[src/rtl/stopwatch_pkg.sv]
// Purpose : shared encodings and width helpers for the stopwatch lap/split controller.
// Latency : n/a (types and constants only).
// Backpressure: n/a.
package stopwatch_pkg;

    // Display mode encodings as seen on the mode output.
    localparam logic [1:0] MODE_LIVE   = 2'b00;
    localparam logic [1:0] MODE_SPLIT  = 2'b01;
    localparam logic [1:0] MODE_RECALL = 2'b10;

    typedef enum logic [1:0] {
        S_LIVE   = MODE_LIVE,
        S_SPLIT  = MODE_SPLIT,
        S_RECALL = MODE_RECALL
    } mode_t;

    // Width of a lap count that must hold 0..depth inclusive.
    function automatic int cnt_w(input int depth);
        return $clog2(depth + 1);
    endfunction

    // Width of a ring-buffer pointer addressing depth entries.
    function automatic int ptr_w(input int depth);
        return (depth > 1) ? $clog2(depth) : 1;
    endfunction

endpackage

[src/rtl/stopwatch_lap_ctrl_btn_edge.sv]
// Purpose : 2-flop synchronizer plus rising-edge detector for one push button.
// Latency : pin sampled high at edge k gives a one-cycle pulse seen by logic at edge k+2.
// Backpressure: none; a pin held high yields exactly one pulse.
// Ports   : clk, rst_n (async active-low), btn (raw pin), pulse (single-cycle event).
module btn_edge (
    input  logic clk,
    input  logic rst_n,
    input  logic btn,
    output logic pulse
);

    logic sync_a;
    logic sync_b;
    logic prev;

    always_ff @(posedge clk or negedge rst_n) begin
        if (!rst_n) begin
            sync_a <= 1'b0;
            sync_b <= 1'b0;
            prev   <= 1'b0;
        end else begin
            sync_a <= btn;
            sync_b <= sync_a;
            prev   <= sync_b;
        end
    end

    assign pulse = sync_b & ~prev;

endmodule

[src/rtl/stopwatch_lap_ctrl.sv]
// Purpose : lap/split controller; captures laps into a ring buffer, freezes splits, browses laps.
// Latency : all outputs registered; LIVE display lags time_in by one edge, capture visible at the sampling edge.
// Backpressure: none; button events are consumed or dropped in the cycle they arrive.
// Ports   : clk, rst_n, lap_b, recall_b, run, clr, time_in -> disp_time, disp_lap, lap_cnt, ovf, mode.
// Config  : STOPWATCH_LAP_BTN_SYNC_EN defined = buttons synchronized and edge-detected;
//           undefined = buttons are already synchronous single-cycle pulses.
module stopwatch_lap_ctrl
    import stopwatch_pkg::*;
#(
    parameter int TIME_W   = 24,
    parameter int DEPTH    = 8,
    parameter int HOLD_CYC = 1000
) (
    input  logic                       clk,
    input  logic                       rst_n,
    input  logic                       lap_b,
    input  logic                       recall_b,
    input  logic                       run,
    input  logic                       clr,
    input  logic [TIME_W-1:0]          time_in,
    output logic [TIME_W-1:0]          disp_time,
    output logic [$clog2(DEPTH+1)-1:0] disp_lap,
    output logic [$clog2(DEPTH+1)-1:0] lap_cnt,
    output logic                       ovf,
    output logic [1:0]                 mode
);

    localparam int CW = cnt_w(DEPTH);
    localparam int PW = ptr_w(DEPTH);
    localparam int TW = $clog2(HOLD_CYC);
    localparam logic [TW-1:0] HOLD_LD = TW'(HOLD_CYC - 1);
    localparam logic [CW-1:0] FULL    = CW'(DEPTH);

    logic              lap_ev;
    logic              recall_ev;
    mode_t             state;
    logic [PW-1:0]     wptr;
    logic [TW-1:0]     hold;
    logic [TIME_W-1:0] mem [DEPTH];

    logic              cap;
    logic [CW-1:0]     cnt_nxt;
    logic [CW-1:0]     step_k;
    logic [CW-1:0]     rd_k;
    logic [PW-1:0]     rd_idx;

`ifdef STOPWATCH_LAP_BTN_SYNC_EN
    btn_edge u_lap_edge (
        .clk   (clk),
        .rst_n (rst_n),
        .btn   (lap_b),
        .pulse (lap_ev)
    );

    btn_edge u_recall_edge (
        .clk   (clk),
        .rst_n (rst_n),
        .btn   (recall_b),
        .pulse (recall_ev)
    );
`else
    assign lap_ev    = lap_b;
    assign recall_ev = recall_b;
`endif

    assign mode = state;

    // A lap only counts while running and outside RECALL; clr cancels it.
    assign cap     = lap_ev & run & (state != S_RECALL) & ~clr;
    assign cnt_nxt = (lap_cnt == FULL) ? FULL : lap_cnt + 1'b1;

    // Single read port: entering RECALL reads the newest lap (k = lap_cnt),
    // stepping reads the lap below the shown one, wrapping 1 -> lap_cnt.
    // Lap k lives at wptr - lap_cnt + k - 1; truncating lap_cnt to PW bits
    // is exact because DEPTH is a power of two.
    always_comb begin
        step_k = (disp_lap == CW'(1)) ? lap_cnt : disp_lap - 1'b1;
        rd_k   = (state == S_RECALL) ? step_k : lap_cnt;
        rd_idx = wptr - lap_cnt[PW-1:0] + rd_k[PW-1:0] - PW'(1);
    end

    // Lap storage has no reset; entries are only read when lap_cnt covers them.
    always_ff @(posedge clk) begin
        if (cap) begin
            mem[wptr] <= time_in;
        end
    end

    always_ff @(posedge clk or negedge rst_n) begin
        if (!rst_n) begin
            state     <= S_LIVE;
            disp_time <= '0;
            disp_lap  <= '0;
            lap_cnt   <= '0;
            ovf       <= 1'b0;
            wptr      <= '0;
            hold      <= '0;
        end else if (clr) begin
            state     <= S_LIVE;
            disp_time <= time_in;
            disp_lap  <= '0;
            lap_cnt   <= '0;
            ovf       <= 1'b0;
            wptr      <= '0;
            hold      <= '0;
        end else if (cap) begin
            // Covers both the first capture from LIVE and a re-capture in SPLIT.
            state     <= S_SPLIT;
            disp_time <= time_in;
            disp_lap  <= cnt_nxt;
            lap_cnt   <= cnt_nxt;
            wptr      <= wptr + 1'b1;
            hold      <= HOLD_LD;
            if (lap_cnt == FULL) begin
                ovf <= 1'b1;
            end
        end else begin
            case (state)
                S_LIVE: begin
                    // Any lap pulse, even an ignored one, suppresses recall.
                    if (recall_ev && !lap_ev && !run && lap_cnt != '0) begin
                        state     <= S_RECALL;
                        disp_lap  <= lap_cnt;
                        disp_time <= mem[rd_idx];
                    end else begin
                        disp_time <= time_in;
                    end
                end
                S_SPLIT: begin
                    if (hold == '0) begin
                        state     <= S_LIVE;
                        disp_lap  <= '0;
                        disp_time <= time_in;
                    end else begin
                        hold <= hold - 1'b1;
                    end
                end
                S_RECALL: begin
                    if (lap_ev || run) begin
                        state     <= S_LIVE;
                        disp_lap  <= '0;
                        disp_time <= time_in;
                    end else if (recall_ev) begin
                        disp_lap  <= step_k;
                        disp_time <= mem[rd_idx];
                    end
                end
                default: begin
                    state <= S_LIVE;
                end
            endcase
        end
    end

endmodule
[config.mk]
export PLATFORM = sky130hd
export DESIGN_NAME = stopwatch_lap_ctrl
export DESIGN_NICKNAME = d
export VERILOG_FILES = /design/src/rtl/stopwatch_pkg.sv /design/src/rtl/stopwatch_lap_ctrl_btn_edge.sv /design/src/rtl/stopwatch_lap_ctrl.sv
export SDC_FILE = /design/constraint.sdc
export NUM_CORES = 1
export LEC_CHECK = 0
export CAP_MARGIN = 10
export CORE_MARGIN = 10
export CORE_UTILIZATION = 38
export CTS_CLUSTER_DIAMETER = 50
export DETAILED_ROUTE_END_ITERATION = 12
export HOLD_SLACK_MARGIN = 0.1
export SYNTH_ARGS = -nofsm -noshare
export SYNTH_HDL_FRONTEND = slang
export SYNTH_SLANG_ARGS = --single-unit
[constraint.sdc]
create_clock -name clk -period 7.2 [get_ports clk]
set_input_delay 1.8 -clock clk [delete_from_list [all_inputs] [get_ports clk]]
set_output_delay 1.8 -clock clk [all_outputs]
set_load 0.005 [all_outputs]
==> results.json <==
{
  "status": "complete, no violations",
  "cts-root-buf": "clkbuf_16",
  "slew_headroom_pct": 24.9,
  "yosys_register_bits": 240,
  "cp-end-kind": "flip-flop",
  "seqPwrFrac_pct": 45.5,
  "fin_tns_setup_ns": 0,
  "postCtsHoldBufs": 0,
  "grt_pass1_vias": 6323,
  "synth_top_cell_by_area": "edfxtp_1",
  "crit_arrival_ns": 4.51,
  "vias": 6006,
  "r2r_start": "disp_lap[1]",
  "netlist_area_um2": 10200,
  "clkTransAtPathRegs_ns": 0.06,
  "grt_pass1_wl_mm": 37.1,
  "crit_buf_inv": 2,
  "hold_viol": 0,
  "critPathTopFamily": "compound AO/OA/AOI/OAI gates",
  "antennaDiodeCount": 0,
  "ys_warn_count": 0,
  "finalNonFillerCells": 1077,
  "maxSlewViolCount": 0,
  "power_density_nw_per_um2": 283,
  "crit_fanout": 50,
  "layout-drive-gt1-share_pct": 17.1,
  "wl_per_cell_um": 21.8,
  "synth_top_area_share_pct": 56.4,
  "die_height_um": 184,
  "start_util_pct": 38.9,
  "postPlaceCellArea_um2": 11300,
  "cts_setup_buffers": 0,
  "dp_slack_ns": 2.48,
  "fin_area_um2": 12200,
  "timing.rr.end": "disp_time[19]",
  "core_region_area_um2": 26300,
  "pwr-share-comb_pct": 14.0,
  "pin_count": 65,
  "postSynthCellCount": 649,
  "numCtsBuffers": 29,
  "post_cts_resized": 0,
  "route.detailed.drc": 0,
  "rr_worst_depth": 9,
  "wl_mm": 23.5,
  "p_int_mw": 2.60,
  "hold_class": "flip-flop to flip-flop",
  "clock-sinks": 240,
  "synth_edf_count": 192,
  "finClkSkew_ns": 0.0282,
  "async_flop_share_pct": 20.0,
  "finalWorstSetupSlack_ns": 3.06,
  "clkPwrFrac_pct": 40.5,
  "postSynthAreaPerCell_um2": 15.8,
  "p_sw_share_pct": 24.6,
  "area_growth_pct": 19.2,
  "ant_nets": 0,
  "h-tree-depth": 1,
  "clockBufferDepth": 3,
  "drt_iter0_markers": 499,
  "ys_top_cells_by_area": "edfxtp_1, dfrtp_1, mux4_2",
  "clk_latency_ns": 0.56,
  "slowest_stage": "a21boi_4",
  "seq_area_frac_synth_pct": 68.1,
  "dp_cells": 1023,
  "die_w_um": 184,
  "worstSetupPathType": "primary input to flip-flop",
  "synth_ff_type": "edfxtp_1",
  "grt_max_degree": 51,
  "hp-start": "ovf",
  "max_stage_delay_ns": 0.79,
  "tightest_slew_ns": 1.12,
  "period_share_pct": 57.4,
  "crit_chain": "clkdlybuf4s50_1 -> nand3b_1 -> buf_4 -> nand2b_1 -> o22a_4 -> a21boi_4 -> a31oi_1",
  "first_pass_iters": 5,
  "grt_usage_pct": 14.1,
  "gp_congestion": 0.834,
  "total_power_mw": 3.45,
  "num_rows": 59,
  "post-dp-hpwl_mm": 13.2,
  "n_fill_cell": 2304,
  "period_minus_slack_ns": 4.14,
  "synth_cell_type_count": 51,
  "antenna_found_initial": 1,
  "ir_drop_uv": 204,
  "min_path_cells": 2,
  "rsz0062_at_grt": "no",
  "p_sw_mw": 0.850,
  "p_leak_nw": 4.25,
  "hold_path_end": "ovf",
  "vias_per_cell": 5.58,
  "cts_tree": "done",
  "setup_viol": 0,
  "worstSetupStartpointType": "primary input",
  "cap_violations": 0,
  "die-area_um2": 33900,
  "required_ns": 7.57,
  "r2r_slack_ns": 3.14,
  "portBuffers": 64,
  "syn_nets": 691,
  "grt-ovfl-total": 0,
  "nNetsFinal": 761,
  "fmax_mhz": 242
}
## layout make-up
cell class	instances	area, um^2	share of cell area [%]
clock inverter	13	130	1.07
clock buffer	41	801	6.57
sequential	240	6970	57.2
multi-input combinational	355	3080	25.3
inverter	16	60.1	0.493
tap	335	419	3.44
timing repair buffer	77	733	6.02
## worst reg2reg max path: cells and delay by family, from the launching register on
kind	cells	cell delay, ns
buffers and inverters	1	0.11
flip-flops	1	0.43
AO/OA/AOI/OAI	2	0.25
AND/OR/NAND/NOR	2	0.57
multiplexers	2	0.83
adder cells (fa/ha/maj)	2	1.71
## synth_stat cells, drive strengths merged (2+ instances only)
cell type and instances:
xor2 5, or3 2, mux2i 28, a21o 3, a21oi 23, o21ai 32, ha 10, clkbuf 25
mux2 2, a21boi 2, or3b 3, fa 2, nand3 25, inv 16, nor4 4, edfxtp 192
xnor2 11, nor4b 3, nand2 67, buf 13, nor3 7, nor3b 3, mux4 48, a22oi 3
a31oi 26, nor2 24, dfrtp 48, nand3b 3, nand2b 5
## how the worst max path moves through the flow
stage	to	start	cells after the start	slack (ns)
final	disp_time[10]	lap_b	7	3.06
after global routing	disp_time[19]	disp_lap[1]	9	2.78
after CTS	disp_time[19]	disp_lap[1]	9	3.03
after detailed placement	disp_time[22]	lap_b	7	2.48
after global placement	disp_time[21]	lap_b	7	2.65
after floorplan	mem[0][0]	lap_b	4	1.72
## power groups by stage
stage / clock, mW / combinational, mW / sequential, mW
after floorplan: 0 / 0.323 / 1.59
after global placement: 0 / 0.483 / 1.60
after detailed placement: 0 / 0.494 / 1.60
after CTS: 1.42 / 0.495 / 1.57
after global routing: 1.49 / 0.533 / 1.57
final: 1.40 / 0.485 / 1.57
## state kept, by name, summed over array words and instances, names as in the netlist
register / flops
disp_lap: 4
disp_time: 24
hold: 10
lap_cnt: 4
mem: 192
mode: 2
ovf: 1
wptr: 3
## routing by layer
| metal | global-route usage, % | share of wire (%) | up-vias |
|---|---|---|---|
| li1 | - | - | 2655 |
| met3 | 3.42 | 6.7 | 52 |
| met5 | 0 | 0.077 | - |
| met1 | 18.8 | 44 | 3081 |
| met2 | 22.6 | 47 | 216 |
| met4 | 3.64 | 2.5 | 2 |
## layout by cell type (no fill, tap or decap), drive strengths merged, types with 3 or more instances in the layout
| cell type | count |
|---|---|
| edfxtp | 192 |
| nand2 | 67 |
| clkdlybuf4s50 | 63 |
| mux4 | 48 |
| dfrtp | 48 |
| clkbuf | 41 |
| o21ai | 32 |
| mux2i | 28 |
| a31oi | 26 |
| nand3 | 25 |
| nor2 | 24 |
| a21oi | 23 |
| inv | 20 |
| buf | 14 |
| xnor2 | 11 |
| ha | 10 |
| nor3 | 7 |
| clkinv | 6 |
| nand2b | 5 |
| xor2 | 5 |
| nor4 | 4 |
| nand3b | 3 |
| a22oi | 3 |
| a21o | 3 |
| or3b | 3 |
| nor3b | 3 |
| nor4b | 3 |
## stage by stage
step	util, %	hold slack [ns]
final	46.4	0.549
after global routing	46.4	0.598
after CTS	46.4	0.560
after detailed placement	42.8	0.547
after global placement	42.8	0.552
after floorplan	-	0.486
## kinds of logic after synthesis
kind of cell	after synthesis	synth area share (%)
flops	240	68.1
simple gates	152	6.99
compound gates	97	5.95
mux	78	13.5
buf+inv	54	2.36
xor+xnor	16	1.44
fa+ha+maj	12	1.61
No activity file was read; power rests on OpenSTA's default activity.
